==> src/rtl/hazard_stall_if.sv <==
// hazard_stall_if: bundle between the pipeline and the hazard/stall controller.
//   master : pipeline side; drives the Decode/Execute instruction fields and haz_en,
//            and receives the stall, bubble, flush, busy and stall_count signals.
//   slave  : controller side (hazard_stall_ctrl).
// OPBITS, REGBITS and CNTBITS must match the parameters of the attached controller.
interface hazard_stall_if #(
   parameter int unsigned OPBITS  = 4,
   parameter int unsigned REGBITS = 4,
   parameter int unsigned CNTBITS = 16
);
   logic               haz_en;
   logic [OPBITS-1:0]  op_D;
   logic [REGBITS-1:0] rs_D;
   logic [REGBITS-1:0] rt_D;
   logic               valid_D;
   logic [OPBITS-1:0]  op_E;
   logic [REGBITS-1:0] rd_E;
   logic               valid_E;
   logic               stall_F;
   logic               stall_D;
   logic               bubble_E;
   logic               flush_D;
   logic               busy;
   logic [CNTBITS-1:0] stall_count;

   modport master (
      output haz_en, op_D, rs_D, rt_D, valid_D, op_E, rd_E, valid_E,
      input  stall_F, stall_D, bubble_E, flush_D, busy, stall_count
   );

   modport slave (
      input  haz_en, op_D, rs_D, rt_D, valid_D, op_E, rd_E, valid_E,
      output stall_F, stall_D, bubble_E, flush_D, busy, stall_count
   );
endinterface

==> src/rtl/hazard_stall_ctrl.sv <==
// hazard_stall_ctrl: load-use hazard and control-transfer stall controller for the
// decode/execute boundary.
// Ports:
//   clk   : rising-edge clock
//   reset : asynchronous, active-high
//   bus   : hazard_stall_if.slave
//             in : haz_en, op_D, rs_D, rt_D, valid_D, op_E, rd_E, valid_E
//             out: stall_F (hold PC), stall_D (hold IF/ID), bubble_E (noop into ID/EX),
//                  flush_D (noop into IF/ID), busy (FSM not idle),
//                  stall_count (cycles with stall_F=1, wrapping)
// The first stall cycle of every event is decoded combinationally from the live inputs;
// the FSM only covers the remaining LOAD_BUBBLES-1 / CTRL_BUBBLES-1 cycles.
module hazard_stall_ctrl #(
   parameter int unsigned       OPBITS       = 4,
   parameter int unsigned       REGBITS      = 4,
   parameter logic [OPBITS-1:0] OP_LW        = 4'b0111,
   parameter logic [OPBITS-1:0] OP_SW        = 4'b0011,
   parameter logic [OPBITS-1:0] OP_BCOND    = 4'b0010,
   parameter logic [OPBITS-1:0] OP_JAL       = 4'b0110,
   parameter int unsigned       LOAD_BUBBLES = 1,
   parameter int unsigned       CTRL_BUBBLES = 2,
   parameter int unsigned       CNTBITS      = 16
) (
   input logic           clk,
   input logic           reset,
   hazard_stall_if.slave bus
);

   typedef enum logic [1:0] {StIdle, StLoadWait, StCtrlWait} state_e;

   localparam logic [REGBITS-1:0] RegZero  = '0;
   localparam logic [3:0]         LoadInit = 4'(LOAD_BUBBLES - 1);
   localparam logic [3:0]         CtrlInit = 4'(CTRL_BUBBLES - 1);

   state_e             state_q;
   logic [3:0]         remaining_q;
   logic [CNTBITS-1:0] stall_count_q;

   logic load_use;
   logic ctrl_op;
   logic stall_f;
   logic stall_d;
   logic bubble_e;
   logic flush_d;

   // SW reads rt_D as store data, so rt_D is a hazard source for every opcode in D.
   // OP_SW therefore needs no special case.
   assign load_use = bus.valid_E && (bus.op_E == OP_LW) && bus.valid_D &&
                     (bus.rd_E != RegZero) &&
                     ((bus.rd_E == bus.rs_D) || (bus.rd_E == bus.rt_D));

   assign ctrl_op = bus.valid_D && ((bus.op_D == OP_BCOND) || (bus.op_D == OP_JAL));

   // Outputs are gated by reset so nothing leaks from live inputs while reset is held.
   always_comb begin
      stall_f  = 1'b0;
      stall_d  = 1'b0;
      bubble_e = 1'b0;
      flush_d  = 1'b0;
      if (bus.haz_en && !reset) begin
         unique case (state_q)
            StIdle: begin
               if (load_use) begin
                  stall_f  = 1'b1;
                  stall_d  = 1'b1;
                  bubble_e = 1'b1;
               end else if (ctrl_op && (CTRL_BUBBLES != 0)) begin
                  stall_f = 1'b1;
                  flush_d = 1'b1;
               end
            end
            StLoadWait: begin
               stall_f  = 1'b1;
               stall_d  = 1'b1;
               bubble_e = 1'b1;
            end
            StCtrlWait: begin
               stall_f = 1'b1;
               flush_d = 1'b1;
            end
            default: ;
         endcase
      end
   end

   always_ff @(posedge clk or posedge reset) begin
      if (reset) begin
         state_q       <= StIdle;
         remaining_q   <= 4'd0;
         stall_count_q <= '0;
      end else begin
         // stall_f is already zero when haz_en=0, so the count freezes with it.
         if (stall_f) begin
            stall_count_q <= stall_count_q + CNTBITS'(1);
         end

         if (!bus.haz_en) begin
            state_q     <= StIdle;
            remaining_q <= 4'd0;
         end else begin
            unique case (state_q)
               StIdle: begin
                  if (load_use) begin
                     if (LOAD_BUBBLES > 1) begin
                        state_q     <= StLoadWait;
                        remaining_q <= LoadInit;
                     end
                  end else if (ctrl_op && (CTRL_BUBBLES > 1)) begin
                     state_q     <= StCtrlWait;
                     remaining_q <= CtrlInit;
                  end
               end
               StLoadWait, StCtrlWait: begin
                  remaining_q <= remaining_q - 4'd1;
                  if (remaining_q == 4'd1) begin
                     state_q <= StIdle;
                  end
               end
               default: begin
                  state_q     <= StIdle;
                  remaining_q <= 4'd0;
               end
            endcase
         end
      end
   end

   assign bus.stall_F     = stall_f;
   assign bus.stall_D     = stall_d;
   assign bus.bubble_E    = bubble_e;
   assign bus.flush_D     = flush_d;
   assign bus.busy        = (state_q != StIdle);
   assign bus.stall_count = stall_count_q;

endmodule

==> src/flat_wrapper.sv <==
// flat-port wrapper written by rule: the top's interface ports become plain ports
module hazard_stall_ctrl_flat 
#(
   parameter int unsigned       OPBITS       = 4,
   parameter int unsigned       REGBITS      = 4,
   parameter logic [OPBITS-1:0] OP_LW        = 4'b0111,
   parameter logic [OPBITS-1:0] OP_SW        = 4'b0011,
   parameter logic [OPBITS-1:0] OP_BCOND    = 4'b0010,
   parameter logic [OPBITS-1:0] OP_JAL       = 4'b0110,
   parameter int unsigned       LOAD_BUBBLES = 1,
   parameter int unsigned       CTRL_BUBBLES = 2,
   parameter int unsigned       CNTBITS      = 16
)
  (clk, reset, bus_haz_en, bus_op_D, bus_rs_D, bus_rt_D, bus_valid_D, bus_op_E, bus_rd_E, bus_valid_E, bus_stall_F, bus_stall_D, bus_bubble_E, bus_flush_D, bus_busy, bus_stall_count);
  hazard_stall_if #(.OPBITS(OPBITS), .REGBITS(REGBITS), .CNTBITS(CNTBITS)) bus_i ();
  input logic clk;
  input logic reset;
  input wire logic [$bits(bus_i.haz_en)-1:0] bus_haz_en;
  input wire logic [$bits(bus_i.op_D)-1:0] bus_op_D;
  input wire logic [$bits(bus_i.rs_D)-1:0] bus_rs_D;
  input wire logic [$bits(bus_i.rt_D)-1:0] bus_rt_D;
  input wire logic [$bits(bus_i.valid_D)-1:0] bus_valid_D;
  input wire logic [$bits(bus_i.op_E)-1:0] bus_op_E;
  input wire logic [$bits(bus_i.rd_E)-1:0] bus_rd_E;
  input wire logic [$bits(bus_i.valid_E)-1:0] bus_valid_E;
  output wire logic [$bits(bus_i.stall_F)-1:0] bus_stall_F;
  output wire logic [$bits(bus_i.stall_D)-1:0] bus_stall_D;
  output wire logic [$bits(bus_i.bubble_E)-1:0] bus_bubble_E;
  output wire logic [$bits(bus_i.flush_D)-1:0] bus_flush_D;
  output wire logic [$bits(bus_i.busy)-1:0] bus_busy;
  output wire logic [$bits(bus_i.stall_count)-1:0] bus_stall_count;
  assign bus_i.haz_en = bus_haz_en;
  assign bus_i.op_D = bus_op_D;
  assign bus_i.rs_D = bus_rs_D;
  assign bus_i.rt_D = bus_rt_D;
  assign bus_i.valid_D = bus_valid_D;
  assign bus_i.op_E = bus_op_E;
  assign bus_i.rd_E = bus_rd_E;
  assign bus_i.valid_E = bus_valid_E;
  assign bus_stall_F = bus_i.stall_F;
  assign bus_stall_D = bus_i.stall_D;
  assign bus_bubble_E = bus_i.bubble_E;
  assign bus_flush_D = bus_i.flush_D;
  assign bus_busy = bus_i.busy;
  assign bus_stall_count = bus_i.stall_count;
  hazard_stall_ctrl #(.OPBITS(OPBITS), .REGBITS(REGBITS), .OP_LW(OP_LW), .OP_SW(OP_SW), .OP_BCOND(OP_BCOND), .OP_JAL(OP_JAL), .LOAD_BUBBLES(LOAD_BUBBLES), .CTRL_BUBBLES(CTRL_BUBBLES), .CNTBITS(CNTBITS)) u_core (.clk(clk), .reset(reset), .bus(bus_i));
endmodule
==> config.mk <==
export PLATFORM = sky130hd
export DESIGN_NAME = hazard_stall_ctrl_flat
export DESIGN_NICKNAME = d
export VERILOG_FILES = /design/src/rtl/hazard_stall_if.sv /design/src/rtl/hazard_stall_ctrl.sv /design/src/flat_wrapper.sv
export SDC_FILE = /design/constraint.sdc
export NUM_CORES = 1
export LEC_CHECK = 0
export CORE_ASPECT_RATIO = 1.2
export CORE_MARGIN = 10
export CORE_UTILIZATION = 40
export CTS_CLUSTER_SIZE = 10
export DETAILED_ROUTE_END_ITERATION = 8
export PLACE_DENSITY = 0.75
export SETUP_SLACK_MARGIN = 0.3
export SLEW_MARGIN = 15
export SYNTH_ARGS = -nofsm -noshare
export SYNTH_HDL_FRONTEND = slang
export SYNTH_SLANG_ARGS = --single-unit
export TNS_END_PERCENT = 10
==> constraint.sdc <==
create_clock -name clk -period 2.35 [get_ports clk]
set_input_delay 0.47 -clock clk [delete_from_list [all_inputs] [get_ports clk]]
set_output_delay 0.47 -clock clk [all_outputs]
set_load 0.1 [all_outputs]
Word level (Yosys, flattened, before mapping)
Cells that the tools add are included.
{ "word_totals": {"word_cells": 50, "latch_bits": 0, "regBits": 22, "inputBits": 25, "ram_bits": 0, "rom_bits": 0, "mem_count": 0} }
{ "classes": {"shifts": 0, "n_eq_ne": 11, "mul": 0, "div_mod_pow": 0, "order_cmp": 0, "n_addsub": 2, "bitwise": 0, "reduce_logical": 15, "mux": 19} }
{ "ops": {"columns": ["cell", "count"], "rows": [
  ["16-bit by 1-bit adder with 16-bit output, second input constant", 1],
  ["4-bit 2-to-1 mux", 3],
  ["4-bit by 3-bit == test with 1-bit output, second input constant", 2],
  ["4-bit == test", 2],
  ["2-bit 2-to-1 mux", 4],
  ["4-bit case mux with 2 select lines", 1],
  ["1-bit 2-to-1 mux", 7],
  ["1-bit logical AND", 6],
  ["3-bit by 2-bit != test with 1-bit output, second input constant", 2],
  ["1-bit case mux with 2 select lines", 3],
  ["4-bit by 1-bit == test with 1-bit output, second input constant", 1],
  ["4-bit by 2-bit == test with 1-bit output, second input constant", 1],
  ["2-bit case mux with 2 select lines", 1],
  ["4-bit nonzero test", 1],
  ["4-bit by 1-bit subtractor with 4-bit output, second input constant", 1],
  ["3-bit != test, second input constant", 1],
  ["3-bit AND reduction", 1],
  ["2-bit by 1-bit == test with 1-bit output, second input constant", 1],
  ["2-bit == test, second input constant", 1],
  ["2-bit zero test", 1],
  ["1-bit logical OR", 2],
  ["2-bit AND reduction", 1],
  ["2-bit nonzero test", 1],
  ["2-bit OR reduction", 1],
  ["1-bit zero test", 1]
]} }

Depth between registers and ports, before layout
{ "logic_depth": {"ltp_word": 8, "mapped_depth": 6, "depth_no_buf": 6} }

Least setup slack after synthesis
No wires, ideal clock.
{ "synth_path": {"kind": "in2out", "start": "input port reset", "end": "output port bus_stall_D", "slack_ps": -2458, "required_time_ps": 1880, "cell_stages": 5, "arrival_ps": 4338, "path_cell_list": "inv_1 > nand2_1 > buf_1 > nor3_1 > buf_4"} }
{ "synth_via": {"elab_chain_len": 3} }
{ "synth_lines": {"columns": ["item", "line_no", "source"], "rows": [
  ["start, declared", "flat_wrapper.sv:17", "input logic reset;"],
  ["1-bit zero test", "hazard_stall_ctrl.sv:60", "if (bus.haz_en && !reset) begin"],
  ["1-bit logical AND", "hazard_stall_ctrl.sv:60", null],
  ["1-bit 2-to-1 mux", null, null],
  ["end, declared", "flat_wrapper.sv:27", "output wire logic [$bits(bus_i.stall_D)-1:0] bus_stall_D;"]
]} }
No other way between the ends.

Worst setup path after layout
{ "layout_path": {"start": "input port bus_rt_D[1]", "end": "output port bus_flush_D"} }
{ "layout_via": {"elab_chain_len": 6} }
{ "layout_lines": {"columns": ["item", "line_no", "source"], "rows": [
  ["start, declared", "flat_wrapper.sv:21", "input wire logic [$bits(bus_i.rt_D)-1:0] bus_rt_D;"],
  ["4-bit == test", "hazard_stall_ctrl.sv:50", "((bus.rd_E == bus.rs_D) || (bus.rd_E == bus.rt_D));"],
  ["1-bit logical OR", "hazard_stall_ctrl.sv:50", null],
  ["1-bit logical AND", "hazard_stall_ctrl.sv:49", "(bus.rd_E != RegZero) &&"],
  ["1-bit 2-to-1 mux", "hazard_stall_ctrl.sv:63", "if (load_use) begin"],
  ["1-bit case mux with 2 select lines", "hazard_stall_ctrl.sv:61", "unique case (state_q)"],
  ["1-bit 2-to-1 mux", "hazard_stall_ctrl.sv:60", null],
  ["end, declared", "flat_wrapper.sv:29", "output wire logic [$bits(bus_i.flush_D)-1:0] bus_flush_D;"]
]} }
No other way between the ends.

==> impl_results.md <==
* Status: completed
* CP startpoint kind: primary input
* CTS tree: done
* Worst Hold Slack at 0.4757 ns
* Placed cell count at 206
* Finished Layout Cells at 212
* Final period util at 92.31%
* Largest net degree at the start of global routing at 22
* Post-Layout Inst Area at 1968 sq um
* All-layer global routing usage at 11.06%
* Nets at 205
* GRT overflow at 0
* Core ar. at 3110 sq um
* WS Path Type: in -> out
* Critical Path Sink Type: primary output
* Pre-CTS WS at -0.3195 ns
* R2R depth at 6
* Starting DRT DRC Count at 34
* Post-synth top flop: dfrtp_1
* Pwr dens at 519.8 nW/um^2
* Via density at 5.236
* Mapped Cells at 121
* Synth unique cells at 36
* Top Layer Used: met4
* Initial Utilization at 42.28%
* Hold crit path type: reg -> reg
* Vias at 1,110
* Vias in the first global route at 1,184
* Most instantiated cells after synthesis: xor2_1, dfrtp_1, nand2_1
* Reg2reg start: u_core.bus.stall_count[0]
* Clk Latency, worst-skew pair at 0.30 ns
* Area delta synth->final at 49.67%
* Initial antenna violation count at 0
* Clock tree buffer depth at 2
* # diodes at 0
* Row Count at 22
* Slew Viols, Final at 0
* Worst reg2reg path endpoint: u_core.bus.stall_count[14]
* Post-synth top area share at 39.96%
* Final setup margin at 0.1807 ns
* Share of cells above drive strength 1 at 44.89%
* Synth area leader: dfrtp_1
* Post-DP Area at 1869 sq um
* Drt first pass iters at 4
* Min cycle time layout at 2.169 ns
* CP Data Arrival Time at 1.70 ns
* Chip width at 72.34 microns
* Worst-path clk slew at 0.11 ns
* Slew margin rel. at 74.06%
* Met2 WL at 1747 microns
* Hold Path Cell Cnt at 1
* Final hold vios at 0
* I/O Buffers at 44
* WL met3 at 247 microns
* Register area share after synthesis at 39.96%
* Final setup fails at 0
* Top-Level Pins at 46
* H-tree Lvls at 1
* Hold Startpoint: u_core.bus.stall_count[15]
* Clock root cell: clkbuf_4
* Fmax at 461.0 MHz
* Peak fanout along the critical path at 5
* Ys Warns at 0
* Clock Skew at 0.007570 ns
* Leak at 0.0008800 uW
* Syn Area/Cell at 10.87 sq um
* Max_cap viols at 0
* Required @ worst endpoint at 1.88 ns
* Async S/R FF share, synth at 100.0%
* Most common cell in the synthesized netlist: xor2_1
* RD Place Congestion at 0.8130
* Synth top area cells: dfrtp_1, xor2_1, a211oi_2, a2111oi_2, nand2_1
* EDFF count, synth at 0
* Synth Register Bits at 21
* R2R Setup Slk at 0.61 ns
* Hpwl dp at 2631 microns
* Final ANT Viol Nets at 0
* Unrepaired setup endpoints after global routing: true
* First-pass GRT wire length at 5602 microns
* Routed wire length at 3285 microns
* Routed WL per cell at 15.50 microns
* Post-layout util at 63.27%
* Worst-Margin Slew at 0.3891 ns
* Clock sink total at 21
* Hold_buf cts at 0
* Vert. Die Dim at 82.81 microns
* Hold Path Sink: u_core.bus.stall_count[15]
* Met1 WL at 1273 microns
* DRC at 0
* Maximum VDD drop at 0.0006392 V
* Syn nets at 149
* CTS Buf Count at 3
* Die area at 5990 sq um
* Post-Syn Area at 1315 sq um
-- worst max-delay path, cell delays in order --
cell             delay (ns)
clkdlybuf4s15_1        0.20
xor2_2                 0.22
nor4_4                 0.06
o21ai_4                0.23
a21o_1                 0.17
nor2b_4                0.16
buf_12                 0.18
-- worst max path at each step --
stage	startpoint	end	slack, ns	cells past startpoint
floorplan	bus_rd_E[1]	bus_stall_D	-0.53	6
global placement	bus_rd_E[1]	bus_flush_D	-0.30	7
detailed placement	bus_rd_E[1]	bus_flush_D	-0.32	7
CTS	bus_rs_D[2]	bus_stall_F	0.14	7
global route	bus_rs_D[2]	bus_stall_F	0.12	7
finish	bus_rt_D[1]	bus_flush_D	0.18	7
-- kinds of logic after synthesis --
family,synth area share [%]
buffers and inverters,4.090
AO/OA/AOI/OAI,21.41
XOR/XNOR,15.32
adder cells (fa/ha/maj),2.855
flip-flops,39.96
multiplexers,0.8563
AND/OR/NAND/NOR,15.51
-- stage by stage --
step | power, uW | setup TNS (ns)
after global routing | 1071 | 0
after CTS | 1027 | 0
after floorplan | 713.7 | -2.021
final | 1023 | 0
after global placement | 837.8 | -1.571
after detailed placement | 846.7 | -1.866
-- final cells by class --
class                           count  area [sq um]
Inverter                            6         26.28
Fill cell                         263          1142
Timing Repair Buffer               56         494.2
Sequential cell                    21         525.5
Tap cell                           36         45.04
Clock buffer                        4         26.28
Multi-Input combinational cell     89         850.8
-- timing repair --
| action | CTS | global route |
|---|---|---|
| cloned | 0 | 0 |
| setup buffers | 2 | 0 |
| pin swaps | 14 | 5 |
| hold endpoints to repair | 0 | 0 |
| setup endpoints to repair | 13 | 4 |
| resized for setup | 66 | 7 |
-- cells in the final DEF, fill, tap and decap left out, drive strengths merged, types with 2 or more instances in the layout --
cell,n
clkdlybuf4s15,2
nand2b,2
clkbuf,5
and3,2
clkdlybuf4s50,5
a211oi,10
ha,3
buf,43
nand2,12
nand4,2
nor4,3
dfrtp,21
a311oi,2
nand3,6
nor3,5
nor2,2
a21oi,3
inv,5
xor2,22
dlygate4sd2,5
a2111oi,4
-- sequential cells by signal (all words and copies together) (netlist names) --
| register | cells |
|---|---|
| u_core.bus.stall_count | 16 |
| u_core.remaining_q | 4 |
| u_core.state_q | 1 |
-- layer usage --
layer  GRT usage [%]  vias up
met2           18.90       30
met5               0        -
met1           12.83      536
met4           1.582        0
li1                -      540
met3           4.167        4
-- where the power goes --
group	total, uW	internal, uW	switching [uW]
logic	415	115	300
registers	431	390	40.8
clock network	177	66.1	111
(Power assumes the default switching activity.)
